`src/rtl/map_pkg.sv`:
```
// Shared map definitions: tile codes, frame marker and loader state encoding.
// Imported by the map loader and by the renderer's colour/allow decode.
package map_pkg;

  localparam logic [7:0]  HDR_BYTE_DEFAULT = 8'hA5;
  localparam int unsigned NUM_TILES        = 12;

  localparam logic [3:0] TILE_VOID        = 4'd0;
  localparam logic [3:0] TILE_WALL        = 4'd1;
  localparam logic [3:0] TILE_GRASS       = 4'd2;
  localparam logic [3:0] TILE_SAND        = 4'd3;
  localparam logic [3:0] TILE_SLOPE_FIRST = 4'd4;
  localparam logic [3:0] TILE_SLOPE_LAST  = 4'd11;

  typedef enum logic [2:0] {
    ST_IDLE     = 3'd0,
    ST_WAIT_HDR = 3'd1,
    ST_PAYLOAD  = 3'd2,
    ST_WR_HI    = 3'd3,
    ST_WR_LO    = 3'd4,
    ST_CHECK    = 3'd5
  } load_state_e;

endpackage

```
`src/rtl/map_loader_if.sv`:
```
// Byte stream from the host link into the map loader (valid/ready handshake).
interface map_loader_if;

  logic       byte_valid_in;
  logic [7:0] byte_in;
  logic       byte_ready_out;

  modport master (output byte_valid_in, output byte_in, input byte_ready_out);
  modport slave  (input byte_valid_in, input byte_in, output byte_ready_out);

endinterface

```
`src/rtl/tile_nibble_check.sv`:
```
// Validates one tile nibble; codes outside the legal range are replaced by TILE_VOID.
module tile_nibble_check
  import map_pkg::*;
(
  input  logic [3:0] tile,
  output logic [3:0] code,
  output logic       legal
);

  assign legal = 32'(tile) < NUM_TILES;
  assign code  = legal ? tile : TILE_VOID;

endmodule

```
`src/rtl/map_loader.sv`:
```
// Writer side of the tile map RAM: unpacks a framed byte stream into two tiles per
// byte, checks header and XOR checksum, and reports done/error to game control.
module map_loader
  import map_pkg::*;
#(
  parameter int unsigned WIDTH    = 160,
  parameter int unsigned HEIGHT   = 90,
  parameter logic [7:0]  HDR_BYTE = HDR_BYTE_DEFAULT,
  localparam int unsigned NUM_CELLS = WIDTH * HEIGHT,
  localparam int unsigned AW        = $clog2(NUM_CELLS)
) (
  input  logic            pixel_clk_in,
  input  logic            rst_in,
  input  logic            start_in,
  map_loader_if.slave     stream,
  output logic            wea_out,
  output logic [AW-1:0]   addr_out,
  output logic [3:0]      data_out,
  output logic            busy_out,
  output logic            done_out,
  output logic            error_out
);

  localparam logic [AW-1:0] LAST_ADDR = AW'(NUM_CELLS - 1);

  load_state_e   state, state_nx;
  logic [AW-1:0] k_q, k_d;
  logic [7:0]    csum_q, csum_d;
  logic [3:0]    lo_q, lo_d;

  logic          wea_d, busy_d, done_d, error_d;
  logic [AW-1:0] addr_d;
  logic [3:0]    data_d;

  logic          ready, accept, last_pair;
  logic [3:0]    hi_code, lo_code;
  logic          hi_legal, lo_legal;

  assign last_pair = (k_q + AW'(1)) == LAST_ADDR;

  // The final low-nibble cycle holds the stream so the checksum byte is taken in CHECK.
  always_comb begin
    ready = 1'b0;
    case (state)
      ST_WAIT_HDR, ST_PAYLOAD, ST_CHECK: ready = 1'b1;
      ST_WR_LO:                          ready = ~last_pair;
      default:                           ready = 1'b0;
    endcase
  end

  assign stream.byte_ready_out = ready;
  assign accept                = stream.byte_valid_in & ready;

  tile_nibble_check u_hi_check (
    .tile  (stream.byte_in[7:4]),
    .code  (hi_code),
    .legal (hi_legal)
  );

  tile_nibble_check u_lo_check (
    .tile  (lo_q),
    .code  (lo_code),
    .legal (lo_legal)
  );

  always_ff @(posedge pixel_clk_in) begin
    if (rst_in) state <= ST_IDLE;
    else        state <= state_nx;
  end

  // Next state; start_in restarts from any state.
  always_comb begin
    state_nx = state;
    if (start_in) begin
      state_nx = ST_WAIT_HDR;
    end else begin
      case (state)
        ST_IDLE:     state_nx = ST_IDLE;
        ST_WAIT_HDR: if (accept && stream.byte_in == HDR_BYTE) state_nx = ST_PAYLOAD;
        ST_PAYLOAD:  if (accept) state_nx = ST_WR_HI;
        ST_WR_HI:    state_nx = ST_WR_LO;
        ST_WR_LO: begin
          if (last_pair)   state_nx = ST_CHECK;
          else if (accept) state_nx = ST_WR_HI;
          else             state_nx = ST_PAYLOAD;
        end
        ST_CHECK:    if (accept) state_nx = ST_IDLE;
        default:     state_nx = ST_IDLE;
      endcase
    end
  end

  // Next values of the registered outputs and datapath.
  always_comb begin
    wea_d   = 1'b0;
    addr_d  = addr_out;
    data_d  = data_out;
    done_d  = 1'b0;
    error_d = error_out;
    k_d     = k_q;
    csum_d  = csum_q;
    lo_d    = lo_q;
    busy_d  = state_nx != ST_IDLE;
    if (start_in) begin
      error_d = 1'b0;
      k_d     = '0;
      csum_d  = '0;
    end else begin
      case (state)
        ST_PAYLOAD: begin
          if (accept) begin
            wea_d   = 1'b1;
            addr_d  = k_q;
            data_d  = hi_code;
            error_d = error_out | ~hi_legal;
            csum_d  = csum_q ^ stream.byte_in;
            lo_d    = stream.byte_in[3:0];
          end
        end
        ST_WR_HI: begin
          wea_d   = 1'b1;
          addr_d  = k_q + AW'(1);
          data_d  = lo_code;
          error_d = error_out | ~lo_legal;
        end
        ST_WR_LO: begin
          if (!last_pair) begin
            k_d = k_q + AW'(2);
            if (accept) begin
              wea_d   = 1'b1;
              addr_d  = k_q + AW'(2);
              data_d  = hi_code;
              error_d = error_out | ~hi_legal;
              csum_d  = csum_q ^ stream.byte_in;
              lo_d    = stream.byte_in[3:0];
            end
          end
        end
        ST_CHECK: begin
          if (accept) begin
            done_d = 1'b1;
            if (stream.byte_in != csum_q) error_d = 1'b1;
          end
        end
        default: ;
      endcase
    end
  end

  always_ff @(posedge pixel_clk_in) begin
    if (rst_in) begin
      wea_out   <= 1'b0;
      addr_out  <= '0;
      data_out  <= '0;
      busy_out  <= 1'b0;
      done_out  <= 1'b0;
      error_out <= 1'b0;
      k_q       <= '0;
      csum_q    <= '0;
      lo_q      <= '0;
    end else begin
      wea_out   <= wea_d;
      addr_out  <= addr_d;
      data_out  <= data_d;
      busy_out  <= busy_d;
      done_out  <= done_d;
      error_out <= error_d;
      k_q       <= k_d;
      csum_q    <= csum_d;
      lo_q      <= lo_d;
    end
  end

endmodule

```
`src/flat_wrapper.sv`:
```
// flat-port wrapper written by rule: the top's interface ports become plain ports
module map_loader_flat import map_pkg::*;
#(
  parameter int unsigned WIDTH    = 160,
  parameter int unsigned HEIGHT   = 90,
  parameter logic [7:0]  HDR_BYTE = HDR_BYTE_DEFAULT,
  localparam int unsigned NUM_CELLS = WIDTH * HEIGHT,
  localparam int unsigned AW        = $clog2(NUM_CELLS)
)
  (pixel_clk_in, rst_in, start_in, wea_out, addr_out, data_out, busy_out, done_out, error_out, stream_byte_valid_in, stream_byte_in, stream_byte_ready_out);
  map_loader_if stream_i ();
  input  logic pixel_clk_in;
  input  logic rst_in;
  input  logic start_in;
  output logic wea_out;
  output logic [AW-1:0] addr_out;
  output logic [3:0] data_out;
  output logic busy_out;
  output logic done_out;
  output logic error_out;
  input wire logic [$bits(stream_i.byte_valid_in)-1:0] stream_byte_valid_in;
  input wire logic [$bits(stream_i.byte_in)-1:0] stream_byte_in;
  output wire logic [$bits(stream_i.byte_ready_out)-1:0] stream_byte_ready_out;
  assign stream_i.byte_valid_in = stream_byte_valid_in;
  assign stream_i.byte_in = stream_byte_in;
  assign stream_byte_ready_out = stream_i.byte_ready_out;
  map_loader #(.WIDTH(WIDTH), .HEIGHT(HEIGHT), .HDR_BYTE(HDR_BYTE)) u_core (.pixel_clk_in(pixel_clk_in), .rst_in(rst_in), .start_in(start_in), .stream(stream_i), .wea_out(wea_out), .addr_out(addr_out), .data_out(data_out), .busy_out(busy_out), .done_out(done_out), .error_out(error_out));
endmodule
```
`config.mk`:
```
export PLATFORM = sky130hd
export DESIGN_NAME = map_loader_flat
export DESIGN_NICKNAME = d
export VERILOG_FILES = /design/src/rtl/map_pkg.sv /design/src/rtl/map_loader_if.sv /design/src/rtl/tile_nibble_check.sv /design/src/rtl/map_loader.sv /design/src/flat_wrapper.sv
export SDC_FILE = /design/constraint.sdc
export NUM_CORES = 1
export LEC_CHECK = 0
export ABC_AREA = 0
export BUFFER_PORTS_ARGS = -buffer_cell sky130_fd_sc_hd__buf_2
export CORE_MARGIN = 3
export CORE_UTILIZATION = 55
export CTS_BUF_LIST = sky130_fd_sc_hd__clkbuf_16
export CTS_CLUSTER_SIZE = 24
export DETAILED_ROUTE_END_ITERATION = 7
export GPL_TIMING_DRIVEN = 0
export PLACE_DENSITY_LB_ADDON = 0.12
export SYNTH_ARGS = -nofsm -noshare
export SYNTH_HDL_FRONTEND = slang
export SYNTH_SLANG_ARGS = --single-unit
```
`constraint.sdc`:
```
create_clock -name pixel_clk_in -period 2.7 [get_ports pixel_clk_in]
set_clock_uncertainty 0.15 [all_clocks]
set_input_delay 0.54 -clock pixel_clk_in [delete_from_list [all_inputs] [get_ports pixel_clk_in]]
set_output_delay 0.54 -clock pixel_clk_in [all_outputs]
set_load 0.01 [all_outputs]
```
==> impl_metrics.yaml <==
run_status:
  outcome: "completed"
cells_and_area:
  filler_cell_count: 361
  mostFrequentLayoutCell: "dfxtp_1"
  n_antenna_cell: 0
  mostFrequentLayoutCells: "dfxtp_1, nor2_1, buf_2"
  seqCellArea_um2: 1000
  multi_input_area_um2: 1370
  fin_cells: 358
  final_nets: 320
  drive_gt1_share_pct: 24.4
  area_growth_pct: 15.2
clock_tree:
  clk_latency_ns: 0.29
  cts.htree.levels: 2
  postCtsHoldBufs: 0
  cts-root-buf: "clkbuf_16"
  clock_sinks: 50
  cts_buffer_depth: 2
  clkSlewWorstSetupHoldPaths_ns: 0.07
  cts_buffers: 5
  cts_setup_buffers: 0
  tritoncts: "built"
  ctsResizeCount: 1
critical_path:
  crit_path_max_incr_delay_ns: 0.49
  cp.required_ns: 2.01
  ff2ff_setup_slack_ns: 0.53
  endpoint_kind: "primary output"
  cp_cell_sequence: "clkbuf_1 -> nor4_4 -> nand3_2 -> a21oi_1 -> o22ai_1 -> buf_2"
  crit_end: "stream_byte_ready_out"
  reg2reg_from: "u_core.state[1]"
  cp_slowest_cell: "nor4_4"
  start_kind: "flop"
  ff2ff_path_depth: 6
  path_depth: 6
  critPathBufInv: 2
  cp-startpoint: "u_core.k_q[6]"
  r2r_end: "u_core.addr_out[7]"
  crit_family: "simple AND/OR/NAND/NOR gates"
  crit_fanout: 7
  arrival_ns: 1.91
  criticalPathCategory: "flop to primary output"
timing:
  relSlewSlack_pct: 50.7
  holdWs_ns: 0.297
  postLayoutSetupSlackWorst_ns: 0.0955
  fmax_mhz: 384
  slew_viol_final: 0
  period_share_pct: 96.5
  period_minus_slack_ns: 2.60
  worst_slew_pin_slew_ns: 0.740
  rsz0062_at_grt: "no"
  hold_viol: 0
  finalSetupTns_ns: 0
  finalSetupViolCount: 0
place:
  place_ws_ns: 0.239
  globalplace.congestion: 0.867
  dp.cells: 351
  io_buffers: 33
  dp_hpwl_mm: 3.82
power:
  seq_power_share_pct: 52.5
  finalPower_mw: 1.41
  switchingPower_mw: 0.310
  p_comb_share_pct: 5.0
  leakagePower_nw: 0.976
  clockPowerShare_pct: 42.6
  switching_share_pct: 22.0
  vdd_ir_drop_max_mv: 0.382
  p_int_mw: 1.10
  powerDensity_nw_per_um2: 499
logic_synthesis:
  synthFlopType: "dfxtp_1"
  async_flop_share_pct: 0
  avgSynthCellArea_um2: 9.16
  yosysSeqAreaShare_pct: 40.8
  synth_edf_count: 0
  postSynthCellCount: 268
  yosysWarnings: 0
  synth.area.top_cells: "dfxtp_1, a211oi_2, xor2_1"
  synth_top_area_share_pct: 40.8
  synth-seq-cells: 50
  netlist-cell-type-count: 44
  synth.cell_area_um2: 2450
  synth_area_leader_cell: "dfxtp_1"
  syn_nets: 281
drt:
  wl_met3_um: 277
  num_vias: 2017
  routedWlPerCell_um: 14.6
  drtPass1Iterations: 4
  antenna_left: 0
  met1_length_mm: 2.52
  finalWirelength_mm: 5.24
  route.detailed.drc: 0
  topRoutingLayerUsed: "met4"
  wl_met2_mm: 2.31
  viasPerCell: 5.63
  drt_iter0_drc: 168
global_route:
  grt-ovfl-total: 0
  antenna_found_initial: 0
  track_usage_pct: 21.2
  grt_max_degree: 16
  grt_pass1_vias: 1878
  grt_pass1_wl_mm: 8.81
floorplanning:
  core_um2: 4140
  rows: 23
  start_util_pct: 59.2
  die_w_um: 72.8
  dieArea_um2: 5300
  fp.dieH_um: 72.8
  num_io_pins: 35
flow_run:
  maxCapViolations: 0
min_path:
  hold_class: "flop to flop"
-- registers in the layout, indices dropped and copies added, names as in the netlist --
name / count
u_core.done_out: 1
u_core.k_q: 13
u_core.busy_out: 1
u_core.state: 3
u_core.error_out: 1
u_core.lo_q: 4
u_core.csum_q: 8
u_core.addr_out: 14
u_core.wea_out: 1
u_core.data_out: 4
-- per-stage QoR --
step / area, µm² / utilization (%)
6_report: 2830 / 68.2
5_1_grt: 2830 / 68.2
3_3_place_gp: 2680 / 64.7
2_1_floorplan: 2450 / -
4_1_cts: 2830 / 68.2
3_5_place_dp: 2680 / 64.7
-- per-layer routing --
metal	vias up	track usage (%)
li1	1024	-
met1	926	28.9
met2	53	32.9
met3	14	3.72
met4	0	9.22
met5	-	0
-- cells in the mapped netlist (2+ instances only) --
| cell | number |
|---|---|
| a211oi_2 | 13 |
| a21oi_1 | 10 |
| a311oi_2 | 4 |
| a31oi_1 | 3 |
| and2_1 | 3 |
| and4_1 | 5 |
| buf_2 | 2 |
| buf_4 | 3 |
| clkbuf_1 | 10 |
| dfxtp_1 | 50 |
| inv_1 | 3 |
| nand2_1 | 12 |
| nand2b_1 | 9 |
| nand3_1 | 22 |
| nand3b_1 | 2 |
| nand4_1 | 5 |
| nand4b_1 | 5 |
| nor2_1 | 38 |
| nor2_2 | 4 |
| nor2b_1 | 3 |
| o21ai_0 | 9 |
| o22ai_1 | 2 |
| xnor2_1 | 14 |
| xor2_1 | 17 |
-- kinds of logic after synthesis --
logic type	share of synthesized area (%)
flip-flops	40.8
buffers and inverters	3.77
XOR/XNOR	11.1
adder cells (fa/ha/maj)	0.510
AND/OR/NAND/NOR	26.7
AO/OA/AOI/OAI	16.8
multiplexers	0.408
-- tightest hold or removal path, cell delays in order, from the launching register on --
cell     delay [ns]
dfxtp_1        0.31
inv_1          0.05
a21oi_1        0.05
-- area by class of cell --
class | count | share of cell area [%]
Buffer | 15 | 2.74
Clock buffer | 5 | 4.42
Clock inverter | 3 | 0.575
Inverter | 3 | 0.398
Multi-Input combinational cell | 199 | 48.4
Sequential cell | 50 | 35.4
Tap cell | 50 | 2.21
Timing Repair Buffer | 33 | 5.84
-- worst min-delay path by stage --
stage                                start               end  slack, ns  cells after the start
after floorplan             u_core.lo_q[0]    u_core.lo_q[0]       0.30                      2
after global placement    u_core.error_out  u_core.error_out       0.29                      2
after detailed placement  u_core.error_out  u_core.error_out       0.29                      2
after CTS                 u_core.error_out  u_core.error_out       0.30                      2
after global routing      u_core.error_out  u_core.error_out       0.31                      2
final                     u_core.error_out  u_core.error_out       0.30                      2
-- power groups by stage --
stage          clock [mW]  sequential (mW)  combinational, mW
2_1_floorplan           0            0.758             0.0393
3_5_place_dp            0            0.758             0.0693
6_report            0.601            0.741             0.0699
3_3_place_gp            0            0.758             0.0693
5_1_grt             0.634            0.741             0.0775
4_1_cts             0.608            0.741             0.0699
No activity file was read; power rests on OpenSTA's default activity.
